**config.mk**
```make
export PLATFORM = sky130hd
export DESIGN_NAME = ysyx_22040237_ifu
export DESIGN_NICKNAME = d
export VERILOG_FILES = /design/src/rtl/ysyx_22040237_defs.sv /design/src/rtl/ysyx_22040237_pc_reg.sv /design/src/rtl/ysyx_22040237_ifu.sv
export SDC_FILE = /design/constraint.sdc
export NUM_CORES = 1
export LEC_CHECK = 0
export BUFFER_PORTS_ARGS = -buffer_cell sky130_fd_sc_hd__buf_2
export CORE_MARGIN = 3
export CORE_UTILIZATION = 35
export DETAILED_ROUTE_END_ITERATION = 12
export SLEW_MARGIN = 30
export SYNTH_ARGS = -nofsm -noshare
export SYNTH_HDL_FRONTEND = slang
export SYNTH_SLANG_ARGS = --single-unit
```
**constraint.sdc**
```tcl
create_clock -name clk -period 2.45 [get_ports clk]
set_input_delay 0.1225 -clock clk [delete_from_list [all_inputs] [get_ports clk]]
set_output_delay 0.1225 -clock clk [all_outputs]
set_load 0.02 [all_outputs]
```
**src/rtl/ysyx_22040237_defs.sv**
```systemverilog
// Shared constants and types for the ysyx_22040237 instruction fetch unit.
package ysyx_22040237_defs;

   localparam int unsigned INST_W = 32;
   localparam int unsigned XLEN   = 64;

   localparam logic [63:0] RESET_PC_DEFAULT = 64'h0000_0000_8000_0000;

   typedef enum logic [1:0] {
      StReq  = 2'd0,
      StWait = 2'd1,
      StHold = 2'd2
   } ifu_state_e;

endpackage

```
**src/rtl/ysyx_22040237_pc_reg.sv**
```systemverilog
// Program counter register: synchronous reset, redirect load and sequential +4 advance.
module ysyx_22040237_pc_reg
   import ysyx_22040237_defs::*;
#(
   parameter logic [63:0] RESET_PC = RESET_PC_DEFAULT
) (
   input  logic            clk,
   input  logic            rst,
   input  logic            inc,
   input  logic            load,
   input  logic [XLEN-1:0] load_pc,
   output logic [XLEN-1:0] pc
);

   logic [XLEN-1:0] pc_q;

   // Redirect wins over sequential advance; the adder wraps modulo 2^64.
   always_ff @(posedge clk) begin
      if (rst) begin
         pc_q <= RESET_PC;
      end else if (load) begin
         pc_q <= load_pc;
      end else if (inc) begin
         pc_q <= pc_q + 64'd4;
      end
   end

   assign pc = pc_q;

endmodule

```
**src/rtl/ysyx_22040237_ifu.sv**
```systemverilog
// Instruction fetch unit: one outstanding fetch, holds the word until decode accepts it,
// and squashes in-flight or held instructions on an execute-stage redirect.
module ysyx_22040237_ifu
   import ysyx_22040237_defs::*;
#(
   parameter logic [63:0] RESET_PC = RESET_PC_DEFAULT
) (
   input  logic              clk,
   input  logic              rst,
   output logic              imem_req_valid,
   input  logic              imem_req_ready,
   output logic [XLEN-1:0]   imem_req_addr,
   input  logic              imem_rsp_valid,
   input  logic [INST_W-1:0] imem_rsp_data,
   output logic              inst_valid,
   output logic [INST_W-1:0] inst,
   output logic [XLEN-1:0]   inst_pc,
   input  logic              idu_ready,
   input  logic              redirect_valid,
   input  logic [XLEN-1:0]   redirect_pc,
   output logic [XLEN-1:0]   inst_cnt
);

   ifu_state_e        state_q, state_d;
   logic              drop_q, drop_d;
   logic [INST_W-1:0] inst_q;
   logic [XLEN-1:0]   inst_pc_q;
   logic [XLEN-1:0]   inst_cnt_q;
   logic [XLEN-1:0]   pc;
   logic              pc_inc, pc_load, capture;

   ysyx_22040237_pc_reg #(
      .RESET_PC (RESET_PC)
   ) u_pc_reg (
      .clk     (clk),
      .rst     (rst),
      .inc     (pc_inc),
      .load    (pc_load),
      .load_pc (redirect_pc),
      .pc      (pc)
   );

   always_comb begin
      state_d = state_q;
      drop_d  = drop_q;
      pc_inc  = 1'b0;
      pc_load = 1'b0;
      capture = 1'b0;
      unique case (state_q)
         StReq: begin
            if (redirect_valid) begin
               pc_load = 1'b1;
            end else if (imem_req_ready) begin
               state_d = StWait;
            end
         end
         StWait: begin
            if (redirect_valid) begin
               pc_load = 1'b1;
               // A response landing with the redirect belongs to the squashed path.
               if (imem_rsp_valid) begin
                  state_d = StReq;
                  drop_d  = 1'b0;
               end else begin
                  drop_d  = 1'b1;
               end
            end else if (imem_rsp_valid) begin
               if (drop_q) begin
                  state_d = StReq;
                  drop_d  = 1'b0;
               end else begin
                  capture = 1'b1;
                  state_d = StHold;
               end
            end
         end
         StHold: begin
            if (redirect_valid) begin
               pc_load = 1'b1;
               state_d = StReq;
            end else if (idu_ready) begin
               pc_inc  = 1'b1;
               state_d = StReq;
            end
         end
         default: state_d = StReq;
      endcase
   end

   always_ff @(posedge clk) begin
      if (rst) begin
         state_q    <= StReq;
         drop_q     <= 1'b0;
         inst_q     <= '0;
         inst_pc_q  <= '0;
         inst_cnt_q <= '0;
      end else begin
         state_q <= state_d;
         drop_q  <= drop_d;
         if (capture) begin
            inst_q    <= imem_rsp_data;
            inst_pc_q <= pc;
         end
         if (pc_inc) begin
            inst_cnt_q <= inst_cnt_q + 64'd1;
         end
      end
   end

   assign imem_req_valid = (state_q == StReq) & ~redirect_valid & ~rst;
   assign imem_req_addr  = pc;
   assign inst_valid     = (state_q == StHold) & ~redirect_valid & ~rst;
   assign inst           = inst_q;
   assign inst_pc        = inst_pc_q;
   assign inst_cnt       = inst_cnt_q;

endmodule

```
==> impl_metrics.env <==
export IMPL_vdd_ir_drop_worst_mv=0.427
export IMPL_total_power_mw=8.44
export IMPL_synth_top_area_frac=0.451
export IMPL_clock_sink_count=227
export IMPL_synth_top_flop_cell="sky130_fd_sc_hd__dfxtp_1"
export IMPL_post_place_cells=1998
export IMPL_drt_iter0_markers=672
export IMPL_critPathSlowestCell="sky130_fd_sc_hd__or4_4"
export IMPL_io_pins=328
export IMPL_synth_cells=1274
export IMPL_synth_largest_area_cell="sky130_fd_sc_hd__dfxtp_1"
export IMPL_setup_viol_count_final=0
export IMPL_crit_path_max_incr_delay_ps=620
export IMPL_reg2reg_setup_slack_ps=6
export IMPL_cells_traversed_along_the_worst_timing_path="or3b_4 > or3_4 > or4_4 > buf_4 > or3_1 > a21oi_1"
export IMPL_cts_clk_slew_worst_paths_ps=60
export IMPL_ctsRootBufferMaster="sky130_fd_sc_hd__clkbuf_16"
export IMPL_cellLeakagePower_nw=5.82
export IMPL_maxCapViolations=0
export IMPL_finalCritPeriodShare=0.998
export IMPL_initial_core_util=0.359
export IMPL_yosys_warnings=0
export IMPL_timing_fmax_mhz=409
export IMPL_grt_pass1_vias=10594
export IMPL_syn_num_nets=1378
export IMPL_die_width_um=176
export IMPL_timing_final_crit_period_ps=2440
export IMPL_cts_htree_levels=1
export IMPL_grt_usage=0.220
export IMPL_layoutNonFillerInstCount=2150
export IMPL_drc=0
export IMPL_place_gp_congestion=0.843
export IMPL_path_buf_inv=1
export IMPL_worst_setup_path_end_kind="flip-flop"
export IMPL_synthArstFlopShare=0
export IMPL_cts_root_to_sink_buffers=3
export IMPL_worstMarginPinSlew_ps=761
export IMPL_die_height_um=176
export IMPL_synth_ff_latch_count=227
export IMPL_drv_slew=0
export IMPL_placement_rows=61
export IMPL_slew_margin_rel=0.492
export IMPL_routedWlPerCell_um=16.7
export IMPL_final_core_util=0.520
export IMPL_worst_slack_setup_final_ps=5.68
export IMPL_area_contributors_post_synth="sky130_fd_sc_hd__dfxtp_1 (45%), sky130_fd_sc_hd__nand2_1 (9.6%), sky130_fd_sc_hd__a21oi_1 (7.1%)"
export IMPL_drive_gt1_frac=0.283
export IMPL_detail_route_first_pass_iterations=5
export IMPL_tns_ps=0
export IMPL_via_count=11244
export IMPL_hold_path_class="in2reg"
export IMPL_pin_count_of_the_biggest_net_entering_global_routing=89
export IMPL_clock_skew_final_ps=28.3
export IMPL_clk_insertion_delay_late_ps=540
export IMPL_port_buffer_count=327
export IMPL_areaGrowthSynthToFinish_pct=44.9
export IMPL_viasPerCell=5.23
export IMPL_synth_edf_count=0
export IMPL_count_of_different_cell_masters_after_synthesis=47
export IMPL_route_final_wire_length_mm=35.9
export IMPL_power_density_cell_area_nw_per_um2=578
export IMPL_hold_violations=0
export IMPL_synth_seq_area_share=0.451
export IMPL_core_area_um2=28100
export IMPL_grt_pass1_wl_mm=56.4
export IMPL_grt_overflow=0
export IMPL_timing_critical_path_arrival_ps=2900
export IMPL_ant_nets=0
export IMPL_place_worst_setup_slack_ps=-15.1
export IMPL_finalNetCount=1856
export IMPL_required_ps=2910
export IMPL_cts_buffers=27
export IMPL_dp_hpwl_mm=25.1
export IMPL_die_area_um2=30900
export IMPL_critical_path_peak_fanout=13
export IMPL_tritoncts="yes"
export IMPL_grt_setup_unrepaired="yes"
export IMPL_syn_area_um2=10100
export IMPL_antenna_found_initial=1
export IMPL_syn_mean_instance_area_um2=7.91
export IMPL_setup_worst_path_start_class="flip-flop"
export IMPL_timing_setup_critical_path_class="reg2reg"
export IMPL_cpLargestDelayFamily="simple AND/OR/NAND/NOR gates"
export IMPL_outcome="finished clean"
## final timing paths
path / start / to / cells after the start
max: state_q[0] / inst_cnt[54] / 6
min: redirect_pc[60] / u_pc_reg.pc[60] / 4
max reg2reg: state_q[0] / inst_cnt[54] / 6
min reg2reg: inst_pc[32] / inst_pc[32] / 2
## area by class of cell
type	instances	area, um2
fill	2723	13500
multi-input combinational	952	5200
sequential	227	4560
timing repair buffer	530	3510
clock buffer	41	758
tap	378	473
inverter	14	52.6
clock inverter	7	46.3
antenna	1	2.50
## cell usage in the layout (no fill, tap or decap), types with 5 or more instances in the layout
cell type	count
sky130_fd_sc_hd__and3_1	11
sky130_fd_sc_hd__or2_2	5
sky130_fd_sc_hd__dfxtp_2	9
sky130_fd_sc_hd__a311oi_1	24
sky130_fd_sc_hd__o31ai_1	23
sky130_fd_sc_hd__a211oi_1	26
sky130_fd_sc_hd__or4_1	28
sky130_fd_sc_hd__xor2_1	30
sky130_fd_sc_hd__dlygate4sd3_1	98
sky130_fd_sc_hd__nor2_1	110
sky130_fd_sc_hd__nor3_1	16
sky130_fd_sc_hd__clkbuf_1	11
sky130_fd_sc_hd__nand2_1	257
sky130_fd_sc_hd__or3_1	41
sky130_fd_sc_hd__xnor2_1	24
sky130_fd_sc_hd__nand3_1	53
sky130_fd_sc_hd__a21oi_1	142
sky130_fd_sc_hd__inv_1	14
sky130_fd_sc_hd__dfxtp_1	217
sky130_fd_sc_hd__and4_1	8
sky130_fd_sc_hd__nand4_1	50
sky130_fd_sc_hd__buf_12	7
sky130_fd_sc_hd__clkbuf_16	27
sky130_fd_sc_hd__nor2b_1	5
sky130_fd_sc_hd__buf_2	326
sky130_fd_sc_hd__a31oi_1	6
sky130_fd_sc_hd__nor4_1	18
sky130_fd_sc_hd__o21ai_0	33
sky130_fd_sc_hd__buf_4	95
## worst reg2reg max path, cell delays in order (launching register included)
cell and delay, ps:
sky130_fd_sc_hd__dfxtp_1 320, sky130_fd_sc_hd__or3b_4 420, sky130_fd_sc_hd__or3_4 350, sky130_fd_sc_hd__or4_4 620, sky130_fd_sc_hd__buf_4 190, sky130_fd_sc_hd__or3_1 340
sky130_fd_sc_hd__a21oi_1 130
## flip-flops by register name, indices dropped and copies added, names as in the netlist
name / count
inst_cnt: 64
inst_pc: 64
u_pc_reg.pc: 64
inst: 32
state_q: 2
drop_q: 1
## through the flow
stage                     area, um2  hold slack, ps
final                         14600            51.3
after global placement        12700             338
after CTS                     14600            12.7
after global routing          14600            63.9
after floorplan               10100             219
after detailed placement      12800             353
## power by group
part           switching (mW)  internal (mW)
Sequential             0.0973           3.78
Clock                    1.59           2.13
Combinational           0.474          0.370
## synth_stat cells, types with 2 or more instances
cell and n:
sky130_fd_sc_hd__a211oi_1 26, sky130_fd_sc_hd__inv_1 14, sky130_fd_sc_hd__xor2_1 30, sky130_fd_sc_hd__nor3_1 17
sky130_fd_sc_hd__nand2_1 257, sky130_fd_sc_hd__nor4bb_1 2, sky130_fd_sc_hd__a311oi_1 24, sky130_fd_sc_hd__or4_4 2
sky130_fd_sc_hd__dfxtp_1 227, sky130_fd_sc_hd__nand3_1 54, sky130_fd_sc_hd__nand4bb_1 2, sky130_fd_sc_hd__nor3b_1 4
sky130_fd_sc_hd__xnor2_1 24, sky130_fd_sc_hd__o21ai_0 33, sky130_fd_sc_hd__and2_1 4, sky130_fd_sc_hd__a21oi_1 142
sky130_fd_sc_hd__nor2b_1 5, sky130_fd_sc_hd__mux2_2 2, sky130_fd_sc_hd__nor4_1 19, sky130_fd_sc_hd__o211ai_1 4
sky130_fd_sc_hd__and4_1 8, sky130_fd_sc_hd__or4_1 28, sky130_fd_sc_hd__or2_2 5, sky130_fd_sc_hd__a31oi_1 6
sky130_fd_sc_hd__or3_1 44, sky130_fd_sc_hd__o31ai_1 23, sky130_fd_sc_hd__buf_4 2, sky130_fd_sc_hd__nor2_1 110
sky130_fd_sc_hd__and3_1 11, sky130_fd_sc_hd__nand4_1 50, sky130_fd_sc_hd__nor4_2 2, sky130_fd_sc_hd__ha_1 2
sky130_fd_sc_hd__o311ai_0 2, sky130_fd_sc_hd__clkbuf_1 69, sky130_fd_sc_hd__buf_6 2, sky130_fd_sc_hd__buf_1 7
## what timing repair did
action / in CTS / in global routing
hold buffers: 98 / 0
resized for setup: 0 / 4
pin swaps: 2 / 9
buffers inserted: 0 / 5
endpoints found under the hold margin: 98 / 0
endpoints found under the setup margin: 8 / 19
## cells by family (layout without fill, tap and decap cells)
| kind of cell | after synthesis | after routing | synth area share |
|---|---|---|---|
| other | 0 | 1 | 0 |
| AO/OA/AOI/OAI | 267 | 267 | 0.158 |
| adder cells (fa/ha/maj) | 2 | 2 | 0.00248 |
| XOR/XNOR | 54 | 54 | 0.0469 |
| buffers and inverters | 95 | 592 | 0.0377 |
| multiplexers | 2 | 2 | 0.00223 |
| AND/OR/NAND/NOR | 627 | 627 | 0.301 |
| flip-flops | 227 | 227 | 0.451 |
## routing by layer
| metal | global-route usage | part of all wire | vias up |
|---|---|---|---|
| met5 | 0 | 0 | - |
| met2 | 0.369 | 0.47 | 381 |
| met3 | 0.0419 | 0.069 | 60 |
| met1 | 0.287 | 0.43 | 5287 |
| li1 | - | - | 5516 |
| met4 | 0.0647 | 0.026 | 0 |
(Power assumes the default switching activity.)
